[src/rtl/display_ctrl.sv]
// Captures calculator digit frames into a double-buffered register file and scans an 8-digit common-anode display (DISPLAY_LZB_EN enables leading-zero blanking).
// Latency: active updates two edges after status goes ready; an/seg/dp are loaded at each prescaler terminal count.
// Backpressure: none, inputs are sampled every cycle and must be synchronous to clock.
module display_ctrl #(
    parameter int SCAN_DIV = 50000
) (
    input  logic       clock,
    input  logic       reset,
    input  logic [1:0] status,
    input  logic [3:0] data,
    input  logic [3:0] pos,
    output logic [7:0] an,
    output logic [6:0] seg,
    output logic       dp
);

    typedef enum logic [1:0] {IDLE, CAPTURE, COMMIT, ERR} state_t;

    localparam int PW = (SCAN_DIV > 1) ? $clog2(SCAN_DIV) : 1;
    localparam logic [3:0] G_E     = 4'hA;
    localparam logic [3:0] G_R     = 4'hB;
    localparam logic [3:0] G_O     = 4'hC;
    localparam logic [3:0] G_BLANK = 4'hF;

    state_t          state;
    logic [7:0][3:0] shadow;
    logic [7:0][3:0] active;
    logic [PW-1:0]   presc;
    logic [2:0]      idx;
    logic [3:0]      glyph;
    logic            tc;
    logic            pos_ok;
    logic [2:0]      widx;
    logic [3:0]      wdat;
    logic            busy;

    assign pos_ok = (pos != 4'd0) && (pos <= 4'd8);
    assign widx   = 3'(pos - 4'd1);
    assign wdat   = (data > 4'd9) ? G_BLANK : data;
    assign tc     = (presc == PW'(SCAN_DIV - 1));
    assign busy   = (status == 2'b01) && (state != ERR);

    always_ff @(posedge clock or posedge reset) begin
        if (reset) begin
            state  <= IDLE;
            shadow <= '0;
            active <= '0;
        end else begin
            case (state)
                IDLE: begin
                    if (status == 2'b11) begin
                        shadow <= '0;
                        state  <= CAPTURE;
                    end else if (status == 2'b00) begin
                        state <= ERR;
                    end
                end
                CAPTURE: begin
                    case (status)
                        2'b11:   if (pos_ok) shadow[widx] <= wdat;
                        2'b10:   state <= COMMIT;
                        2'b00:   state <= ERR;
                        default: state <= CAPTURE;
                    endcase
                end
                COMMIT: begin
                    active <= shadow;
                    state  <= IDLE;
                end
                default: begin
                    if (status == 2'b11) begin
                        shadow <= '0;
                        state  <= CAPTURE;
                    end
                end
            endcase
        end
    end

    always_ff @(posedge clock or posedge reset) begin
        if (reset) begin
            presc <= '0;
            idx   <= '0;
        end else if (tc) begin
            presc <= '0;
            idx   <= idx + 3'd1;
        end else begin
            presc <= presc + PW'(1);
        end
    end

`ifdef DISPLAY_LZB_EN
    logic upper_zero;

    // True when this digit and everything above it hold zero.
    always_comb begin
        upper_zero = 1'b1;
        for (int j = 0; j < 8; j++) begin
            if ((j >= int'(idx)) && (active[j] != 4'd0)) upper_zero = 1'b0;
        end
    end
`endif

    always_comb begin
        glyph = G_BLANK;
        if (state == ERR) begin
            case (idx)
                3'd3:        glyph = G_E;
                3'd2, 3'd1:  glyph = G_R;
                3'd0:        glyph = G_O;
                default:     glyph = G_BLANK;
            endcase
        end else begin
            glyph = active[idx];
`ifdef DISPLAY_LZB_EN
            if ((idx != 3'd0) && upper_zero) glyph = G_BLANK;
`endif
        end
    end

    function automatic logic [6:0] seg_code(input logic [3:0] g);
        case (g)
            4'd0:    seg_code = 7'h40;
            4'd1:    seg_code = 7'h79;
            4'd2:    seg_code = 7'h24;
            4'd3:    seg_code = 7'h30;
            4'd4:    seg_code = 7'h19;
            4'd5:    seg_code = 7'h12;
            4'd6:    seg_code = 7'h02;
            4'd7:    seg_code = 7'h78;
            4'd8:    seg_code = 7'h00;
            4'd9:    seg_code = 7'h10;
            G_E:     seg_code = 7'h06;
            G_R:     seg_code = 7'h2F;
            G_O:     seg_code = 7'h23;
            default: seg_code = 7'h7F;
        endcase
    endfunction

    // Outputs hold the current slot's digit until the next terminal count.
    always_ff @(posedge clock or posedge reset) begin
        if (reset) begin
            an  <= 8'hFF;
            seg <= 7'h7F;
            dp  <= 1'b1;
        end else if (tc) begin
            an  <= ~(8'd1 << idx);
            seg <= seg_code(glyph);
            dp  <= ~(busy && (idx == 3'd7));
        end
    end

endmodule

[config.mk]
export PLATFORM = sky130hd
export DESIGN_NAME = display_ctrl
export DESIGN_NICKNAME = d
export VERILOG_FILES = /design/src/rtl/display_ctrl.sv
export SDC_FILE = /design/constraint.sdc
export NUM_CORES = 1
export LEC_CHECK = 0
export ABC_CLOCK_PERIOD_IN_PS = 5900
export BUFFER_PORTS_ARGS = -buffer_cell sky130_fd_sc_hd__buf_4
export CORE_UTILIZATION = 55
export DETAILED_ROUTE_END_ITERATION = 12
export PLACE_DENSITY = 0.72
export SETUP_SLACK_MARGIN = 0.4
export SLEW_MARGIN = 20
export SYNTH_ARGS = -nofsm -noshare
export SYNTH_HDL_FRONTEND = slang
export SYNTH_SLANG_ARGS = --single-unit
[constraint.sdc]
create_clock -name clock -period 5.9 [get_ports clock]
set_input_delay 0.295 -clock clock [delete_from_list [all_inputs] [get_ports clock]]
set_output_delay 0.295 -clock clock [all_outputs]
set_load 0.01 [all_outputs]
# Word level (Yosys, flattened, before mapping)
# Memory sizes are Yosys's and may differ from the RTL's. A register that Yosys moved wholly into a read port is not among the register bits.
# Cells that the tools add are included.
word_totals:
  reg_bits: 94
  mem_count: 1
  in_bits: 12
  out_inout_bits: 16
  romBits: 112
memory_table:
  columns: ["name", "depth", "width", "rd", "rd_clocked_by_memory_dff", "wr", "line", "rtl"]
  rows:
  - ["(no name shown)", 16, 7, 1, 1, 0, "122", "case (g)"]
classes:
  n_reduce_logical: 12
  magnitude_cmp: 5
  n_mux: 18
  addsub: 3
  bitwise: 3
  shift: 1
  n_eq_ne: 15
ops:
  columns: ["operator", "count"]
  rows:
  - ["2-to-1 mux 32 bit", 3]
  - ["one-hot mux 32 bit (2 select lines)", 1]
  - ["bitwise mux 32 bit", 1]
  - ["adder 16 x 1 -> 16 bit (second input constant)", 1]
  - ["== test 16 bit (second input constant)", 1]
  - ["2-to-1 mux 16 bit", 1]
  - ["2-to-1 mux 4 bit", 4]
  - ["binary-select mux 4 bit (select 3 bit)", 1]
  - ["demux 4 bit (select 3 bit)", 1]
  - ["one-hot mux 2 bit (3 select lines)", 2]
  - ["one-hot mux 3 bit (3 select lines)", 1]
  - ["== test 2 bit (second input constant)", 4]
  - ["< comparator 3 x 4 -> 1 bit (second input constant)", 2]
  - ["inverter 8 bit", 1]
  - ["nonzero test 4 bit", 2]
  - ["left shift 1 x 3 -> 8 bit (first input constant)", 1]
  - ["== test 3 x 2 -> 1 bit (second input constant)", 2]
  - ["2-to-1 mux 2 bit", 3]
  - ["inequality test 2 bit (second input constant)", 3]
  - ["AND reduction 3 bit", 2]
  - ["== test 2 x 1 -> 1 bit (second input constant)", 2]
  - ["> comparator 4 bit (second input constant)", 1]
  - ["<= comparator 4 bit (second input constant)", 1]
  - ["logical AND 1 bit", 4]
  - ["other kinds (10)", 12]

# Depth between registers and ports, before layout
logic_depth:
  ltp_word: 9
  depth_mapped: 13

# Worst setup path before layout
# Ideal clock, no wire load.
synth_path:
  path_kind: "register to register"
  from: "register idx[0]"
  to: "register seg[5]"
  arrival_ps: 2582
  path_slack_ps: 3239
  required_ps: 5822
  setup_time_ps: 78
  path_stages_with_launch: 10
  cell_sequence: "dfrtp_1 > buf_2 > inv_2 > ha_1 > nor2b_1 > nor4bb_1 > a21oi_2 > ha_1 > or3_1 > a31o_2"
synth_via:
  elab_chain_cells: 4
  word_cells_on_any_way: 9
  classes_between: "3 x eq/ne; 4 x mux; 2 x reduce/logical"
synth_rtl:
  columns: ["element", "line", "rtl"]
  rows:
  - ["from (decl)", "29", "logic [2:0] idx;"]
  - ["from (signal assigned)", "86", "idx <= idx + 3'd1;"]
  - ["== test 3 x 2 -> 1 bit / == test 3 x 1 -> 1 bit (equally long branches)", "107", "case (idx)"]
  - ["OR reduction 2 bit", "107", null]
  - ["one-hot mux 3 bit (3 select lines)", "107", null]
  - ["2-to-1 mux 4 bit *", "106", "if (state == ERR) begin"]
  - ["to (decl)", "13", "output logic [6:0] seg,"]
# Every way passes the cells marked *; elsewhere a longest branch is shown, timed or not. The select of a mux whose other input is x is not followed.
# A chain may end at the register's enable or synchronous reset.

# Worst setup path in the final report
layout_path:
  from: "register idx[1]"
  to: "register seg[3]"
# The elaborated chain is that of the path after synthesis.

==> impl_metrics.csv <==
group,metric,value,unit
outcome,status,"complete, no violations",
power_and_ir_drop,ir_drop,0.170,mV
sta,fin_skew,0.0114,ns
yosys,synthFlopType,"dfrtp_1",
sta,slew_headroom,35.4,%
setup_path,critical_path_buf_inv_count,1,
yosys,ys.warnings.count,0,
sta,rsz0062_at_grt,"false",
floorplanning,io_pins,28,
clocking,clk_pin_slew,0.11,ns
floorplanning,die_h,96.2,um
sta,setup_tns,0,ns
setup_path,critPathArrivalTime,3.43,ns
floorplanning,die_area,0.00925,sq mm
drt,drc,0,
power_and_ir_drop,powerDensity,320,mW/mm^2
drt,vias,3420,
clocking,clk_latency,0.38,ns
job,max_cap_viol_count,0,
clocking,cts_tree,"built",
global_routing,grtUsageTotal,23.8,%
sta,slew_viol_final,0,
global_routing,grt_start_max_net_pins,68,
yosys,avgSynthCellArea,11.6,sq um
layout,num_antenna_cells,0,
hold_path,hold_class,"in -> reg",
clocking,cts_inserted_buffers,9,
drt,ant_nets,0,
setup_path,crit_slowest_cell,"dfrtp_1",
placement,post_dp_cell_area,0.00517,sq mm
placement,port_buffers,27,
setup_path,critPathMaxFanout,14,
floorplanning,die_w,96.2,um
sta,finalHoldViolCount,0,
yosys,synth_cell_types,54,
drt,drt-total-wl,9930,um
yosys,ys_ff_latch,101,
placement,dpl.hpwl,6970,um
yosys,yosysTopAreaCellShare,43.6,%
setup_path,crit_path_start_kind,"flop",
yosys,ys_seq_area_share,52.2,%
floorplanning,start_util,58.2,%
global_routing,grt_pass1_vias,3252,
power_and_ir_drop,fin_total_pwr,1720,uW
placement,gp_congestion,0.924,
setup_path,critical_path_class,"reg -> reg",
drt,wire_per_inst,17.9,um
sta,final.period_utilization,53.1,%
drt,dr.pass1.iters,4,
sta,min_period,3.13,ns
setup_path,crit_family,"simple AND/OR/NAND/NOR gates",
yosys,async_flop_share,100,%
global_routing,antenna_found_initial,0,
floorplanning,fp.coreArea,0.00838,sq mm
yosys,syn_inst,419,
clocking,cts.sinks,101,
yosys,synth_nets,448,
yosys,yosysTopAreaCell,"dfrtp_1",
drt,viasPerCell,6.15,
layout,num-nets-final,475,
setup_path,crit_top_cell,"ha_1",
setup_path,worstPathRequired,6.20,ns
sta,max_slew.worst_pin.slew,0.969,ns
power_and_ir_drop,p_leak,0.00252,uW
sta,setup_slack,2.77,ns
yosys,netlist_area,0.00488,sq mm
global_routing,grt_pass1_wl,16300,um
layout,drive_gt1_share,23.5,%
clocking,clock_path_buffers,2,
layout,fillers,658,
clocking,cts_setup_buffers,0,
sta,timing.fmax,319,MHz
clocking,cts_htree_levels,3,
yosys,netlist_top_cells_area,"dfrtp_1 (44%), dfstp_2 (8.6%), mux2_2 (7.4%), ha_1 (4.4%), a22o_1 (4.3%)",
setup_path,crit_path_cell_trace,"inv_1, ha_1, or2_2, nor4bb_1, a21oi_2, ha_1, nor4_1, o21ai_0, o2111ai_1, o211ai_1",
yosys,synth-edff-count,0,
placement,dp_slack,2.81,ns
floorplanning,row_count,33,
setup_path,max_stage_delay,0.70,ns
layout,design_area,0.00538,sq mm
clocking,cts_root_buf,"clkbuf_8",
sta,setup_viol,0,
global_routing,grt-ovfl-total,0,
drt,first_iter_violations,169,
setup_path,cp-end-kind,"flop",
layout,area_growth,10.3,%
worst reg2reg max path, delay by kind of cell, from the launching register on:
kind | cells | cell delay (ns)
flip-flops | 1 | 0.70
AND/OR/NAND/NOR | 3 | 1.11
buffers and inverters | 1 | 0.17
adder cells (fa/ha/maj) | 2 | 0.57
AO/OA/AOI/OAI | 4 | 0.52
logic make-up after synthesis:
group           count (synthesis)  synth area share, %
buf+inv                        30                 2.51
simple gates                  116                 12.3
xor+xnor                       15                 2.69
compound gates                 92                 13.5
flops                         101                 52.2
mux                            48                 12.4
fa+ha+maj                      17                 4.36
synth_stat cells, drive strengths merged, types with 3 or more instances:
library cell,n
mux4,5
nand4,6
xor2,6
o31a,3
nand2,24
nor2b,5
and3,5
nor2,29
nand2b,4
o21ai,22
nor3,11
dfrtp,85
and2,7
a21o,8
ha,17
nor4bb,4
mux2i,10
mux2,33
a22o,24
buf,4
xnor2,9
inv,16
nor4b,3
clkbuf,10
a21oi,10
dfstp,16
o31ai,3
nand3,8
or3,5
a31oi,7
layer usage:
metal / up-vias / GRT usage, % / share of wire (%) / wire length [um]
li1: 1583 / - / - / -
met1: 1730 / 31.8 / 46 / 4580
met2: 94 / 38.9 / 48 / 4780
met3: 13 / 5.45 / 4.4 / 441
met4: 0 / 6.34 / 1.2 / 123
met5: - / 0 / 0 / 0
through the flow:
step / hold slack, ns / utilization (%) / std cells
2_1_floorplan: 0.446 / - / 419
3_3_place_gp: 0.332 / 61.6 / 539
3_5_place_dp: 0.329 / 61.6 / 539
4_1_cts: 0.241 / 64.2 / 556
5_1_grt: 0.279 / 64.2 / 556
6_report: 0.262 / 64.2 / 556
path summary, 6_finish.rpt:
kind	startpoint	to	slack [ns]	cells after the start
worst max-delay path	idx[1]	seg[3]	2.77	10
worst min-delay path	pos[0]	shadow[15]	0.26	4
worst max register to register	idx[1]	seg[3]	2.77	10
worst min register to register	an[7]	an[7]	0.48	2
max in group asynchronous	reset	active[0]	4.29	4
min in group asynchronous	reset	idx[2]	0.47	3
power breakdown:
group / switching [uW] / internal (uW) / total, uW
clock network: 270 / 168 / 438
logic: 242 / 194 / 436
registers: 69.5 / 780 / 849
state kept, by name (all words and copies together), names as in the netlist:
signal  cells
active     32
state       2
presc      16
shadow     32
seg         7
an          8
dp          1
idx         3
final cells by class:
| class | count | area (sq um) | share of cell area [%] |
|---|---|---|---|
| clock buffer | 9 | 124 | 2.30 |
| multi-input combinational | 288 | 2210 | 41.0 |
| tap | 105 | 131 | 2.44 |
| sequential | 101 | 2550 | 47.3 |
| clock inverter | 7 | 78.8 | 1.47 |
| inverter | 16 | 62.6 | 1.16 |
| timing repair buffer | 30 | 228 | 4.23 |
placed cells by master, fill, tap and decap left out, types with 11 or more instances in the layout:
cell type	instances
o21ai_0	22
inv_1	14
nor2_1	29
buf_4	29
nor3_1	11
mux2_2	32
a22o_1	24
dfrtp_1	85
dfstp_2	16
nand2_1	24
ha_1	17
timing repair:
action,4_1_cts,5_1_grt
hold buffers,1,0
setup endpoints to repair,0,0
gates resized for setup,0,0
hold endpoints to repair,23,0
(Power assumes the default switching activity.)
